===== config.mk =====
export PLATFORM = sky130hd
export DESIGN_NAME = instr_fetch_flat
export DESIGN_NICKNAME = d
export VERILOG_FILES = /design/src/rtl/cpu_pkg.sv /design/src/rtl/instr_fetch_if.sv /design/src/rtl/instr_fetch.sv /design/src/flat_wrapper.sv
export SDC_FILE = /design/constraint.sdc
export NUM_CORES = 1
export LEC_CHECK = 0
export ABC_AREA = 1
export BUFFER_PORTS_ARGS = -buffer_cell sky130_fd_sc_hd__buf_2
export CORE_ASPECT_RATIO = 1.5
export CORE_MARGIN = 10
export CORE_UTILIZATION = 49
export DETAILED_ROUTE_END_ITERATION = 12
export PLACE_DENSITY = 0.92
export SLEW_MARGIN = 20
export SYNTH_ARGS = -nofsm -noshare
export SYNTH_HDL_FRONTEND = slang
export SYNTH_SLANG_ARGS = --single-unit

===== constraint.sdc =====
create_clock -name clk -period 3.43 [get_ports clk]
set_input_delay 0.8575 -clock clk [delete_from_list [all_inputs] [get_ports clk]]
set_output_delay 0.8575 -clock clk [all_outputs]
set_load 0.02 [all_outputs]

===== src/rtl/cpu_pkg.sv =====
// Shared CPU definitions: datapath widths, opcode constants, fetch FSM state encoding.
// Latency: n/a (types, constants and a pure function only).
// Backpressure: n/a.
package cpu_pkg;

    localparam int PC_W    = 10;
    localparam int INSTR_W = 12;
    localparam int OPC_W   = 4;
    localparam int OPND_W  = 8;

    localparam logic [OPC_W-1:0] OP_B    = 4'b0101;
    localparam logic [OPC_W-1:0] OP_BZ   = 4'b1000;
    localparam logic [OPC_W-1:0] OP_HALT = 4'b1111;

    typedef enum logic [2:0] {
        ST_FETCH  = 3'd0,
        ST_EXEC   = 3'd1,
        ST_UPDATE = 3'd2,
        ST_HALT   = 3'd3,
        ST_FAULT  = 3'd4
    } fetch_state_t;

    // Branch opcodes hand the next-PC decision to the PC unit instead of incrementing.
    function automatic logic is_branch(input logic [OPC_W-1:0] opcode);
        return (opcode == OP_B) || (opcode == OP_BZ);
    endfunction

endpackage


===== src/rtl/instr_fetch_if.sv =====
// Instruction memory read port: address + request out, ack + data back.
// Latency: data is valid in the same cycle ack is high.
// Backpressure: memory stretches a fetch by holding ack low while req stays high.
// master: fetch unit (drives addr/req); slave: instruction memory (drives ack/data).
interface instr_fetch_if;
    import cpu_pkg::*;

    logic [PC_W-1:0]    addr;
    logic               req;
    logic               ack;
    logic [INSTR_W-1:0] data;

    modport master (output addr, req, input ack, data);
    modport slave  (input addr, req, output ack, data);

endinterface


===== src/rtl/instr_fetch.sv =====
// Fetch/sequencing stage: reads the instruction at pc into IR, waits for execution, pulses the PC update.
// Latency: 3 cycles per instruction minimum (FETCH, EXEC, UPDATE) with zero-wait memory and immediate exec_done.
// Backpressure: FETCH holds req until ack (faults after FETCH_TIMEOUT cycles); EXEC holds until exec_done.
// Ports: clk, reset_ir_n (async, active-low), pc in; imem (master modport); exec_done in;
//        ir_opcode/ir_operand_addr/ir_valid, REPC/INC update pulse, sticky halted/fetch_fault out.
module instr_fetch
    import cpu_pkg::*;
#(
    parameter int FETCH_TIMEOUT = 16    // legal range 2..255
) (
    input  logic              clk,
    input  logic              reset_ir_n,
    input  logic [PC_W-1:0]   pc,
    instr_fetch_if.master     imem,
    input  logic              exec_done,
    output logic [OPC_W-1:0]  ir_opcode,
    output logic [OPND_W-1:0] ir_operand_addr,
    output logic              ir_valid,
    output logic              REPC,
    output logic              INC,
    output logic              halted,
    output logic              fetch_fault
);

    // Last FETCH cycle index at which an ack is still accepted.
    localparam logic [7:0] TIMER_LAST = 8'(FETCH_TIMEOUT - 1);

    fetch_state_t       state_q, state_d;
    logic [INSTR_W-1:0] ir_q;
    logic [7:0]         timer_q, timer_d;
    logic               ir_load;

    always_ff @(posedge clk or negedge reset_ir_n) begin
        if (!reset_ir_n) begin
            state_q <= ST_FETCH;
            ir_q    <= '0;
            timer_q <= '0;
        end else begin
            state_q <= state_d;
            timer_q <= timer_d;
            if (ir_load) begin
                ir_q <= imem.data;
            end
        end
    end

    always_comb begin
        state_d = state_q;
        timer_d = timer_q;
        ir_load = 1'b0;
        unique case (state_q)
            ST_FETCH: begin
                // An ack in the final allowed cycle still wins over the timeout.
                if (imem.ack) begin
                    ir_load = 1'b1;
                    timer_d = '0;
                    state_d = ST_EXEC;
                end else if (timer_q >= TIMER_LAST) begin
                    state_d = ST_FAULT;
                end else if (timer_q != 8'hFF) begin
                    timer_d = timer_q + 8'd1;
                end
            end
            ST_EXEC: begin
                if (ir_q[11:8] == OP_HALT) begin
                    state_d = ST_HALT;
                end else if (exec_done) begin
                    state_d = ST_UPDATE;
                end
            end
            ST_UPDATE: state_d = ST_FETCH;
            ST_HALT:   state_d = ST_HALT;
            ST_FAULT:  state_d = ST_FAULT;
            default:   state_d = ST_FAULT;
        endcase
    end

    // Reset comes up in FETCH; gating req keeps the bus quiet until reset is released.
    assign imem.req        = reset_ir_n && (state_q == ST_FETCH);
    assign imem.addr       = pc;
    assign ir_opcode       = ir_q[11:8];
    assign ir_operand_addr = ir_q[7:0];
    assign ir_valid        = (state_q == ST_EXEC) || (state_q == ST_UPDATE);
    assign REPC            = (state_q == ST_UPDATE);
    assign INC             = (state_q == ST_UPDATE) && !is_branch(ir_q[11:8]);
    assign halted          = (state_q == ST_HALT);
    assign fetch_fault     = (state_q == ST_FAULT);

endmodule


===== src/flat_wrapper.sv =====
// flat-port wrapper written by rule: the top's interface ports become plain ports
module instr_fetch_flat import cpu_pkg::*;
#(
    parameter int FETCH_TIMEOUT = 16                         
)
  (clk, reset_ir_n, pc, exec_done, ir_opcode, ir_operand_addr, ir_valid, REPC, INC, halted, fetch_fault, imem_addr, imem_req, imem_ack, imem_data);
  instr_fetch_if imem_i ();
  input  logic clk;
  input  logic reset_ir_n;
  input  logic [PC_W-1:0] pc;
  input  logic exec_done;
  output logic [OPC_W-1:0] ir_opcode;
  output logic [OPND_W-1:0] ir_operand_addr;
  output logic ir_valid;
  output logic REPC;
  output logic INC;
  output logic halted;
  output logic fetch_fault;
  output wire logic [$bits(imem_i.addr)-1:0] imem_addr;
  output wire logic [$bits(imem_i.req)-1:0] imem_req;
  input wire logic [$bits(imem_i.ack)-1:0] imem_ack;
  input wire logic [$bits(imem_i.data)-1:0] imem_data;
  assign imem_addr = imem_i.addr;
  assign imem_req = imem_i.req;
  assign imem_i.ack = imem_ack;
  assign imem_i.data = imem_data;
  instr_fetch #(.FETCH_TIMEOUT(FETCH_TIMEOUT)) u_core (.clk(clk), .reset_ir_n(reset_ir_n), .pc(pc), .imem(imem_i), .exec_done(exec_done), .ir_opcode(ir_opcode), .ir_operand_addr(ir_operand_addr), .ir_valid(ir_valid), .REPC(REPC), .INC(INC), .halted(halted), .fetch_fault(fetch_fault));
endmodule

==> impl_metrics.py <==
metrics = {
    "cells_and_area": {
        "finalInstanceArea_um2": 1290,
        "n_fill_cell": 205,
        "fin_nets": 201,
        "antenna-diode-count": 0,
        "flow.area_growth_from_synthesis_pct": 11.2,
        "finish.utilization_pct": 57.1,
        "layout-drive-gt1-share_pct": 26.6,
    },
    "min_path": {
        "holdCritStartpoint": "u_core.ir_q[4]",
        "timing.hold.worst_endpoint": "u_core.ir_q[4]",
        "min_delay_path_depth": 2,
        "holdCritPathClass": "flip-flop to flip-flop",
    },
    "logic_synthesis": {
        "synthesis.yosys.warnings": 0,
        "leading_cell_types_by_count_after_synthesis": "sky130_fd_sc_hd__nand2_1 (53), sky130_fd_sc_hd__dfrtp_1 (23), sky130_fd_sc_hd__nor2_1 (22), sky130_fd_sc_hd__inv_1 (12), sky130_fd_sc_hd__buf_4 (10)",
        "yosys.cell_types.count": 18,
        "ys_async_sr_fraction_pct": 100,
        "netlist_area_before_placement_um2": 1160,
        "yosysTopAreaCell": "sky130_fd_sc_hd__dfrtp_1",
        "synth_enable_flop_cells": 0,
        "avg_cell_area_syn_um2": 7.90,
        "postSynthCellCount": 147,
        "synth.most_common_cell": "sky130_fd_sc_hd__nand2_1",
        "post-synth-top-area-fraction_pct": 49.6,
        "synth_flop_cell": "sky130_fd_sc_hd__dfrtp_1",
        "syn-num-nets": 174,
        "synth_sequential_area_ratio_pct": 49.6,
        "yosys-top-cells-area": "sky130_fd_sc_hd__dfrtp_1 (50%), sky130_fd_sc_hd__nand2_1 (17%), sky130_fd_sc_hd__nor2_1 (7.1%)",
        "ff_latch_count_synth": 23,
    },
    "setup_path": {
        "setup.worst_path.start_class": "input port",
        "setup.worst_path.start": "reset_ir_n",
        "origin_of_the_critical_flop_to_flop_path": "u_core.timer_q[0]",
        "timing.critical_path.required_ps": 2570,
        "critPathCaptureType": "output pin",
        "timing.setup.critical_path_class": "input port to output pin",
        "worst-r2r-cell-count": 8,
        "endpoint_arrival_time_on_the_critical_path_ps": 1290,
        "reg2reg_setup_slack_ps": 2060,
        "timing.rr.end": "u_core.timer_q[3]",
        "worst-path-max-fanout": 2,
    },
    "global_routing": {
        "grt_antenna_before_repair": 0,
        "first_pass_grt_wire_length_mm": 4.17,
        "grtUsageTotal_pct": 10.6,
        "grt-ovfl-total": 0,
        "first_global_vias": 993,
        "grt_start_max_net_pins": 24,
    },
    "sta": {
        "drv_slew": 0,
        "tightestPinTransition_ps": 282,
        "period_share_pct": 62.6,
        "setup_viol": 0,
        "rsz0062_at_grt": "no",
        "maxClockFrequency_mhz": 466,
        "hold_worst_slack_ps": 487,
        "final.min_clock_period_ps": 2150,
        "timing.clock.skew_ps": 4.12,
        "finalHoldViolations": 0,
        "timing.setup.tns_ps": 0,
        "relSlewSlack_pct": 81.2,
    },
    "die": {
        "width_of_the_die_um": 59.7,
        "core_area_um2": 2260,
        "effective_utilization_at_floorplan_pct": 51.4,
        "die_height_um": 79.6,
        "io_pins": 54,
        "rows": 21,
        "die_area_um2": 4760,
    },
    "clock_network": {
        "clock-root-buffer": "sky130_fd_sc_hd__clkbuf_4",
        "cts_tree": "built",
        "holdBufCountCts": 0,
        "worst_skew_pair.late_latency_ps": 300,
        "cts-htree-levels": 1,
        "number_of_gates_resized_after_cts": 0,
        "clk_pin_slew_worst_paths_ps": 110,
        "clkSinkCount": 23,
        "post-cts-setup-buffers": 0,
        "cts.path.max_buffers": 2,
        "cts-buffers-inserted": 3,
    },
    "pwr": {
        "seq_power_share_pct": 40.4,
        "power_density_nw_per_um2": 862,
        "switching_share_pct": 46.9,
        "power_report.internal_total_uw": 591,
        "pwr-share-clk_pct": 10.8,
        "power.combinational.fraction_pct": 48.8,
        "peakVddDrop_v": 0.000466,
        "power_switching_uw": 522,
        "power.static_leakage_uw": 0.000764,
        "design_power_uw": 1110,
    },
    "routing": {
        "firstDrtPassIters": 4,
        "remaining_drc_errors": 0,
        "routed_via_density": 4.95,
        "drt_wl_total_mm": 2.44,
        "detailedRoute.firstIterationViolations": 41,
        "routedWlPerCell_um": 12.4,
        "post_route_ant_nets": 0,
        "dr_total_vias": 970,
    },
    "place": {
        "gp_congestion": 0.797,
        "place_hpwl_mm": 2.07,
        "io_buffer_count": 33,
        "dpl_cell_area_um2": 1260,
    },
    "outcome": {
        "run_status": "finished, final reports clean",
    },
    "job": {
        "max_cap_viol_count": 0,
    },
}
-- cell type report --
class / instances / area (µm²) / share of cell area [%]
inverters: 14 / 55.1 / 4.26
clock buffers: 4 / 26.3 / 2.03
repair buffers: 34 / 173 / 13.4
well taps: 23 / 28.8 / 2.23
multi-input cells: 98 / 433 / 33.5
flip-flops and latches: 23 / 576 / 44.6
-- critical path, cell delays in order --
cell and delay (ps):
sky130_fd_sc_hd__buf_2 90, sky130_fd_sc_hd__inv_1 40, sky130_fd_sc_hd__nor2_1 120, sky130_fd_sc_hd__buf_2 180
-- kinds of logic after synthesis --
| family | count (synthesis) | share of synthesized area (%) |
|---|---|---|
| flip-flops | 23 | 49.6 |
| buffers and inverters | 26 | 13.1 |
| adder cells (fa/ha/maj) | 1 | 1.08 |
| AND/OR/NAND/NOR | 92 | 33.7 |
| AO/OA/AOI/OAI | 5 | 2.48 |
-- metal layers --
metal	share of wire, %	GRT usage, %
met1	38	10.8
met4	0.49	2.93
met5	0	0
met2	53	19.1
met3	7.9	3.82
-- sequential cells by signal (all words and copies together), names as in the netlist --
| signal | count |
|---|---|
| u_core.timer_q | 8 |
| u_core.ir_q | 12 |
| u_core.state_q | 3 |
-- metrics by stage --
stage	instances	worst slack, ps
2_1_floorplan	147	1400
3_3_place_gp	192	1280
3_5_place_dp	192	1270
4_1_cts	196	1260
5_1_grt	196	1180
6_report	196	1280
-- how the worst max path moves through the flow --
| stage | endpoint | slack (ps) |
|---|---|---|
| final | imem_req | 1280 |
| after CTS | imem_req | 1260 |
| after floorplan | imem_req | 1400 |
| after detailed placement | imem_req | 1270 |
| after global routing | INC | 1180 |
| after global placement | imem_req | 1280 |
-- placed cells by master (no fill, tap or decap) --
master                      n
sky130_fd_sc_hd__nand3_1    6
sky130_fd_sc_hd__nand2_2    5
sky130_fd_sc_hd__nand4_1    2
sky130_fd_sc_hd__clkbuf_4   3
sky130_fd_sc_hd__o21ai_0    3
sky130_fd_sc_hd__nor3_1     2
sky130_fd_sc_hd__inv_4      1
sky130_fd_sc_hd__clkbuf_1   1
sky130_fd_sc_hd__inv_2      1
sky130_fd_sc_hd__buf_2     33
sky130_fd_sc_hd__nor2_2     1
sky130_fd_sc_hd__nor2_8     1
sky130_fd_sc_hd__nor2_1    22
sky130_fd_sc_hd__buf_4      1
sky130_fd_sc_hd__ha_1       1
sky130_fd_sc_hd__a31oi_1    1
sky130_fd_sc_hd__inv_1     12
sky130_fd_sc_hd__nand2_1   53
sky130_fd_sc_hd__dfrtp_1   23
sky130_fd_sc_hd__a21o_1     1
-- power groups by stage --
stage	sequential (µW)	clock (µW)	combinational [µW]
after detailed placement	455	0	556
final	450	120	544
after global routing	467	135	607
after global placement	450	0	537
after floorplan	527	0	334
after CTS	450	124	557
(Power assumes the default switching activity.)
